==> src/rtl/clk_en_pkg.sv <==
// -----------------------------------------------------------------------------
// clk_en_pkg
// Shared definitions for the clock-enable generator:
//   mode_e  - per-channel mode encoding (OFF / RUN / STEP / reserved)
//   ch_w()  - width of the channel-select field for a given channel count
// -----------------------------------------------------------------------------
package clk_en_pkg;

  typedef enum logic [1:0] {
    MODE_OFF  = 2'b00,
    MODE_RUN  = 2'b01,
    MODE_STEP = 2'b10,
    MODE_RSVD = 2'b11
  } mode_e;

  // At least one select bit, even for a single channel.
  function automatic int unsigned ch_w(input int unsigned n);
    return (n > 1) ? $clog2(n) : 1;
  endfunction

endpackage

==> src/rtl/clk_en_chan.sv <==
// -----------------------------------------------------------------------------
// clk_en_chan
// One clock-enable channel: holds mode, divisor, counter, previous step level,
// the one-cycle enable pulse and the divided square wave.
// Ports:
//   clk, rst_n    board clock, synchronous active-low reset
//   we_i          configuration write aimed at this channel
//   mode_i/div_i  new mode and divisor, loaded when we_i is high
//   step_i        synchronised single-step request
//   ce_o          registered one-cycle enable pulse
//   clk_sq_o      registered square wave, toggles with every ce pulse
//   running_o     registered, high while the mode is RUN
// -----------------------------------------------------------------------------
module clk_en_chan
  import clk_en_pkg::*;
#(
  parameter int unsigned      DIV_W    = 24,
  parameter logic [DIV_W-1:0] DIV_RST  = '0,
  parameter logic [1:0]       MODE_RST = 2'b01
) (
  input  logic             clk,
  input  logic             rst_n,
  input  logic             we_i,
  input  mode_e            mode_i,
  input  logic [DIV_W-1:0] div_i,
  input  logic             step_i,
  output logic             ce_o,
  output logic             clk_sq_o,
  output logic             running_o
);

  mode_e            mode_q, mode_d;
  logic [DIV_W-1:0] div_q, div_d;
  logic [DIV_W-1:0] cnt_q, cnt_d;
  logic             step_q;
  logic             ce_q, ce_d;
  logic             sq_q, sq_d;
  logic             run_q, run_d;

  always_comb begin
    mode_d = mode_q;
    div_d  = div_q;
    cnt_d  = cnt_q;
    ce_d   = 1'b0;
    sq_d   = sq_q;

    if (we_i) begin
      // A write takes priority, so a coincident step edge is dropped.
      mode_d = mode_i;
      div_d  = div_i;
      cnt_d  = '0;
      if (mode_i != MODE_RUN && mode_i != MODE_STEP) sq_d = 1'b0;
    end else begin
      unique case (mode_q)
        MODE_RUN: begin
          // >= keeps the counter bounded even if it ever exceeds div.
          if (cnt_q >= div_q) begin
            ce_d  = 1'b1;
            cnt_d = '0;
          end else begin
            cnt_d = cnt_q + DIV_W'(1);
          end
        end
        MODE_STEP: begin
          cnt_d = '0;
          ce_d  = step_i & ~step_q;
        end
        default: begin
          cnt_d = '0;
          sq_d  = 1'b0;
        end
      endcase
    end

    if (ce_d) sq_d = ~sq_q;
    run_d = (mode_d == MODE_RUN);
  end

  always_ff @(posedge clk) begin
    if (!rst_n) begin
      mode_q <= mode_e'(MODE_RST);
      div_q  <= DIV_RST;
      cnt_q  <= '0;
      step_q <= 1'b0;
      ce_q   <= 1'b0;
      sq_q   <= 1'b0;
      run_q  <= (MODE_RST == MODE_RUN);
    end else begin
      mode_q <= mode_d;
      div_q  <= div_d;
      cnt_q  <= cnt_d;
      step_q <= step_i;
      ce_q   <= ce_d;
      sq_q   <= sq_d;
      run_q  <= run_d;
    end
  end

  assign ce_o      = ce_q;
  assign clk_sq_o  = sq_q;
  assign running_o = run_q;

endmodule

==> src/rtl/clk_en_gen.sv <==
// -----------------------------------------------------------------------------
// clk_en_gen
// Multi-channel clock-enable generator in the board clock domain. Each channel
// is OFF, free-running divide-by-(D+1), or single-step. The top level only
// decodes the configuration channel select into per-channel write enables.
// Ports:
//   clk, rst_n   board clock, synchronous active-low reset
//   cfg_we       configuration write strobe
//   cfg_ch       channel to configure (values >= NUM_CH are ignored)
//   cfg_mode     00 OFF, 01 RUN, 10 STEP, 11 reserved (acts as OFF)
//   cfg_div      divisor D, RUN period is D+1 cycles
//   step         per-channel step requests
//   ce           per-channel one-cycle enable pulses
//   clk_sq       per-channel divided square waves
//   running      per-channel RUN indication
// -----------------------------------------------------------------------------
module clk_en_gen
  import clk_en_pkg::*;
#(
  parameter int unsigned      NUM_CH   = 2,
  parameter int unsigned      DIV_W    = 24,
  parameter logic [DIV_W-1:0] DIV_RST  = '0,
  parameter logic [1:0]       MODE_RST = 2'b01,
  localparam int unsigned     CH_W     = ch_w(NUM_CH)
) (
  input  logic              clk,
  input  logic              rst_n,
  input  logic              cfg_we,
  input  logic [CH_W-1:0]   cfg_ch,
  input  logic [1:0]        cfg_mode,
  input  logic [DIV_W-1:0]  cfg_div,
  input  logic [NUM_CH-1:0] step,
  output logic [NUM_CH-1:0] ce,
  output logic [NUM_CH-1:0] clk_sq,
  output logic [NUM_CH-1:0] running
);

  logic [NUM_CH-1:0] ch_we;

  for (genvar i = 0; i < NUM_CH; i++) begin : g_ch
    localparam logic [CH_W-1:0] IDX = CH_W'(i);

    assign ch_we[i] = cfg_we & (cfg_ch == IDX);

    clk_en_chan #(
      .DIV_W    (DIV_W),
      .DIV_RST  (DIV_RST),
      .MODE_RST (MODE_RST)
    ) u_chan (
      .clk       (clk),
      .rst_n     (rst_n),
      .we_i      (ch_we[i]),
      .mode_i    (mode_e'(cfg_mode)),
      .div_i     (cfg_div),
      .step_i    (step[i]),
      .ce_o      (ce[i]),
      .clk_sq_o  (clk_sq[i]),
      .running_o (running[i])
    );
  end

endmodule

==> config.mk <==
export PLATFORM = sky130hd
export DESIGN_NAME = clk_en_gen
export DESIGN_NICKNAME = d
export VERILOG_FILES = /design/src/rtl/clk_en_pkg.sv /design/src/rtl/clk_en_chan.sv /design/src/rtl/clk_en_gen.sv
export SDC_FILE = /design/constraint.sdc
export NUM_CORES = 1
export LEC_CHECK = 0
export CAP_MARGIN = 20
export CORE_ASPECT_RATIO = 0.9
export CORE_MARGIN = 3
export CORE_UTILIZATION = 59
export CTS_CLUSTER_DIAMETER = 150
export DETAILED_ROUTE_END_ITERATION = 12
export HOLD_SLACK_MARGIN = 0.05
export MAX_ROUTING_LAYER = met4
export PLACE_DENSITY = 0.78
export SLEW_MARGIN = 20
export SYNTH_ARGS = -nofsm -noshare
export SYNTH_HDL_FRONTEND = slang
export SYNTH_HIERARCHICAL = 1
export SYNTH_SLANG_ARGS = --single-unit
==> constraint.sdc <==
create_clock -name clk -period 2.5 [get_ports clk]
set_input_delay 0.375 -clock clk [delete_from_list [all_inputs] [get_ports clk]]
set_output_delay 0.375 -clock clk [all_outputs]
set_load 0.05 [all_outputs]
Yosys cells after proc, flatten, opt, wreduce, memory -nomap -nowiden
Index checks and enable logic that the tools add are counted.

ROM bits: 0. Bits of input ports: 32. Latch bits: 0. Memory bits (writable): 0. Logic and storage cells: 64. Memories kept: 0. Flip-flop bits (word level): 108. Output and inout port bits: 6.

$mul: 0. Add/subtract/negate cells: 2. Reduce and logical (&&, ||, !) cells: 7. Order comparisons: 2. Multiplexer cells: 15. Eq/ne operators: 12. Shift-type cells: 0. Divide/modulo/power cells: 0. Bitwise logic cells: 12.

Operators with widths (count): 24-bit by 1-bit adder with 24-bit output (second input constant) (2); 24-bit >= comparator (2); 1-bit 2-to-1 mux (11); 2-bit by 1-bit equality test with 1-bit output (second input constant) (4); 1-bit NOT (8); 4-bit OR reduction (2); 3-bit by 1-bit inequality test with 1-bit output (second input constant) (2); 3-bit inequality test (second input constant) (2); 1-bit bitwise AND (4); 2-bit equality test (second input constant) (2); 2-bit 2-to-1 mux (2); 1-bit one-hot mux with 2 select lines (2); 2-bit AND reduction (2); 2-bit OR reduction (2); 2-bit by 1-bit inequality test with 1-bit output (second input constant) (1); 2-bit inequality test (second input constant) (1); 1-bit logical AND (1).

Depth between registers and ports, before layout
Gate-level depths: netlist (run 1).

Depth after elaboration: 6. Gate-level depth with buffers: 10. Mapped depth without buffers: 9.

Hierarchy
Netlist (run 1), hierarchy kept.

Modules (own cells, without submodules): clk_en_chan (seq. area each 1081.0 um2, area each 2811.4 um2, cells each 303, instances 2); clk_en_gen (seq. area each 0.0 um2, area each 16.3 um2, cells each 2, instances 1).

Least setup slack after synthesis (run 1)
No wires, ideal clock.

Kind: register to register. Start point: reg g_ch[0].u_chan.cnt_q[0]. End point: reg g_ch[0].u_chan.cnt_q[14]. Required time: 2.438 ns. Stages on the path, launching flop included: 11. Period minus slack after synthesis: 2.205 ns. Library setup time: 0.062 ns. Arrival: 2.143 ns. Buffers on the path: 2. Setup slack: 0.295 ns. Cell sequence: dfxtp_1 inv_1 ha_1 nand2b_4 a2111oi_4 a2111oi_1 o211a_1 or3_1 buf_6 buf_6 nor2_2.

Longest elaborated chain between the ends: 2. Elaborated cells on any way between the ends: 3. Those cells by class: 1 x add/sub; 1 x order compare; 1 x reduce/logical.

RTL lines: start, declared (line clk_en_chan.sv:34) `logic [DIV_W-1:0] cnt_q, cnt_d;`; start signal, assigned (line clk_en_chan.sv:91) `cnt_q <= cnt_d;`; 24-bit >= comparator (line clk_en_chan.sv:57) `if (cnt_q >= div_q) begin`; 4-bit OR reduction (no line).

Several ways; a longest one is shown, not always the timed one. A chain may end at the register's enable or synchronous reset.

Final worst setup path (run 1)
Start point: reg g_ch[1].u_chan.cnt_q[0]. End point: reg g_ch[1].u_chan.cnt_q[21].

Longest elaborated chain between the ends: 2. Elaborated cells on any way between the ends: 3. Those cells by class: 1 x add/sub; 1 x order compare; 1 x reduce/logical.

RTL lines (line): start, declared (clk_en_chan.sv:34); start signal, assigned (clk_en_chan.sv:91); 24-bit >= comparator (clk_en_chan.sv:57); 4-bit OR reduction (no line).

Several ways; a longest one is shown, not always the timed one.

==> qor.csv, run 1 <==
stage,metric,value,unit
yosys,Syn Area/Cell,9.27,µm²
sta,unrepaired setup endpoints after global routing,false,
sta,setup_tns,0,ns
clocking,"Setup Fix Bufs, Post-CTS",0,
setup_path,WP depth,9,
power,VDD IR max,0.339,mV
setup_path,WP buf/inv,2,
yosys,Yosys reg bits,108,
setup_path,Worst Path Required,2.79,ns
clocking,Post-CTS Hold Buffers,0,
sta,Fin. Hold Viols,0,
floorplanning,Row Count,33,
layout,Diodes inserted,0,
setup_path,r2r setup slk,0.12,ns
placement,dpl cells,761,
detailed_routing,Initial DRT Pass Iterations,4,
sta,Final min period,2.38,ns
sta,worst relative slew slack,63.1,%
global_routing,first-pass GRT wire length,19.3,mm
global_routing,vias in the first global route,4219,
detailed_routing,drt via density,5.38,
global_routing,initial antenna violation count,0,
setup_path,crit path from,g_ch[1].u_chan/cnt_q[0]$_SDFF_PP0_,
yosys,"Cell Area, Synth",5640,µm²
layout,area grow syn2layout,13.2,%
setup_path,Critical R2R Launch,g_ch[1].u_chan/cnt_q[0]$_SDFF_PP0_,
yosys,Syn Nets,694,
clocking,# clock sinks,108,
worst_hold_path,Hold WC Path Type,flip-flop to flip-flop,
sta,final setup violation count,0,
layout,layout net count,736,
placement,IO buf count,37,
setup_path,worst reg2reg endpoint,g_ch[1].u_chan/cnt_q[21]$_SDFF_PP0_,
layout,fillcell total,713,
clocking,root buffer cell,clkbuf_8,
floorplanning,Chip Width,109,µm
placement,gpl congestion,0.895,
floorplanning,core region area,9210,µm²
outcome,status,"complete, no violations",
clocking,clk slew on worst S/H paths,0.10,ns
sta,Slew @ Worst Pin,0.553,ns
run,Max-Cap Viols,0,
global_routing,remaining global-route overflow,0,
layout,Final Non-Filler Cells,777,
global_routing,largest net degree at the start of global routing,27,
floorplanning,Initial Utilization,61.2,%
sta,period utilization,95.1,%
sta,Slew Limit Fails,0,
yosys,sequential element share of the synthesized area,38.3,%
yosys,Mapped Cells,608,
setup_path,CP max FO,16,
floorplanning,Die Span Y,98.7,µm
setup_path,Critical Path Sink,g_ch[1].u_chan/cnt_q[21]$_SDFF_PP0_,
clocking,worst skew pair latency,0.37,ns
sta,Max Freq,420,MHz
global_routing,Total GRT Usage,23.0,%
detailed_routing,aggregate routed wire length,11.3,mm
placement,hpwl dp,8.68,mm
clocking,Num CTS Buffers,9,
floorplanning,DIE AREA,10800,µm²
floorplanning,I/O pin total,38,
power,PwrDens,543,nW/µm²
detailed_routing,via count,4181,
detailed_routing,wire per inst,14.6,µm
setup_path,Worst Setup End Kind,flip-flop,
setup_path,worst setup path class,flip-flop to flip-flop,
clocking,Post-CTS Resized,0,
yosys,Netlist cell types,35,
setup_path,CP max stage delay,0.41,ns
layout,share of cells above drive strength 1,9.92,%
placement,Worst Setup Slack post-DPL,0.206,ns
detailed_routing,Final ANT Viol Nets,0,
detailed_routing,Iter 0 DRT Violations,176,
setup_path,worst-path cell chain,inv_1 -> ha_1 -> nand2b_4 -> a2111oi_4 -> a2111oi_1 -> o211a_1 -> or3_1 -> buf_4 -> a21oi_1,
setup_path,Reg2Reg Depth,9,
power,Leak Pwr,2.51,nW
yosys,Syn. warnings,6,
detailed_routing,DR DRC count,0,
clocking,clk buf depth,2,
setup_path,slowest CP cell,or3_1,
sta,Final WS setup,0.122,ns
sta,Layout Skew,0.0134,ns
clocking,CTS H-tree lvls,3,
setup_path,CP Launch Type,flip-flop,
clocking,TritonCTS clock tree,yes,
setup_path,CP top delay family,compound AO/OA/AOI/OAI gates,
setup_path,Critical Path AT,2.66,ns
-- where the power goes --
part	switching (mW)	internal, mW
clock	0.582	0.623
sequential	0.0309	1.78
combinational	0.238	0.216
-- cells in the mapped netlist (all sizes together) --
cell type / n / share of area, %
dfxtp: 108 / 38
inv: 62 / 4.1
ha: 54 / 12
mux2i: 52 / 9.2
nor2b: 52 / 5.8
nor2: 46 / 4.0
a21oi: 32 / 2.8
nand2: 30 / 2.0
xor2: 28 / 4.3
o21ai: 20 / 1.8
nand3: 18 / 1.8
and3: 16 / 1.8
nand4: 14 / 1.6
buf: 12 / 1.8
clkbuf: 10 / 0.67
or3: 10 / 1.1
xnor2: 10 / 1.6
nor3: 8 / 0.71
a2111oi: 4 / 1.3
nand3b: 4 / 0.53
and2: 3 / 0.36
a22oi: 2 / 0.27
and4: 2 / 0.31
nand2b: 2 / 0.49
nor4: 2 / 0.22
o211a: 2 / 0.36
o31ai: 2 / 0.27
or3b: 2 / 0.31
and2b: 1 / 0.16
-- layout by cell type, fill, tap and decap left out, types with 22 or more instances in the layout --
cell and instances:
dfxtp_1 108, inv_1 62, ha_1 54, nor2b_1 52, mux2i_1 52, clkdlybuf4s50_1 37
a21oi_1 32, nand2_1 30, xor2_1 28, nor2_1 24, nor2_2 22
-- layout make-up --
cell class / instances / area (µm²) / area share [%]
clock inverter: 5 / 82.6 / 1.29
multi-input combinational: 416 / 3110 / 48.7
inverter: 62 / 233 / 3.65
timing repair buffer: 53 / 490 / 7.68
sequential: 108 / 2160 / 33.9
clock buffer: 11 / 151 / 2.37
tap: 122 / 153 / 2.39
-- kinds of logic after synthesis --
kind of cell             after synthesis  share of synthesized area, %
multiplexers                          52                          9.23
buffers and inverters                 84                          6.61
adder cells (fa/ha/maj)               54                          12.0
flip-flops                           108                          38.3
XOR/XNOR                              38                          5.90
AND/OR/NAND/NOR                      210                          21.1
AO/OA/AOI/OAI                         62                          6.83
-- worst reg2reg max path: stages (launching register included) --
cell and delay, ns:
dfxtp_1 0.35, inv_1 0.05, ha_1 0.26, nand2b_4 0.14, a2111oi_4 0.33, a2111oi_1 0.09
o211a_1 0.26, or3_1 0.41, buf_4 0.24, a21oi_1 0.17
-- state kept, by name, summed over array words and instances, names as in the netlist --
name and cells:
g_ch.u_chan/div_q 48, g_ch.u_chan/cnt_q 48, g_ch.u_chan/clk_sq_o 2, g_ch.u_chan/step_q 2
g_ch.u_chan/running_o 2, g_ch.u_chan/ce_o 2, g_ch.u_chan/mode_q 4
-- per-layer routing --
metal,vias to the layer above,global-route usage [%],wire [µm]
li1,2114,-,-
met1,1956,29.1,5230
met2,91,36.3,5340
met3,20,4.52,521
met4,0,8.64,242
met5,-,-,0
-- per-stage QoR --
stage	power (mW)	cell area, µm²	hold slack (ns)	util (%)
after floorplan	2.15	5640	0.446	-
after global placement	2.28	6140	0.483	66.7
after detailed placement	2.29	6140	0.499	66.7
after CTS	3.50	6380	0.513	69.2
after global routing	3.61	6380	0.551	69.3
final	3.47	6380	0.513	69.3
-- how the worst min path moves through the flow --
stage	cells past startpoint	to	startpoint	slack, ns
final	2	g_ch[0].u_chan/cnt_q[17]$_SDFF_PP0_	g_ch[0].u_chan/cnt_q[17]$_SDFF_PP0_	0.51
after floorplan	1	g_ch[0].u_chan/cnt_q[0]$_SDFF_PP0_	g_ch[0].u_chan/cnt_q[0]$_SDFF_PP0_	0.45
after detailed placement	2	g_ch[0].u_chan/cnt_q[17]$_SDFF_PP0_	g_ch[0].u_chan/cnt_q[17]$_SDFF_PP0_	0.50
after global placement	2	g_ch[1].u_chan/cnt_q[19]$_SDFF_PP0_	g_ch[1].u_chan/cnt_q[19]$_SDFF_PP0_	0.48
after global routing	2	g_ch[0].u_chan/div_q[8]$_SDFFE_PN0P_	g_ch[0].u_chan/div_q[8]$_SDFFE_PN0P_	0.55
after CTS	2	g_ch[0].u_chan/cnt_q[17]$_SDFF_PP0_	g_ch[0].u_chan/cnt_q[17]$_SDFF_PP0_	0.51
Power figures use the tool's default switching activity.
==> run 2: changes to the inputs <==
ABC_CLOCK_PERIOD_IN_PS = 2500   (was unset)
==> results of run 2 <==
No change in the layout: final DEF, timing and power equal those of run 1.
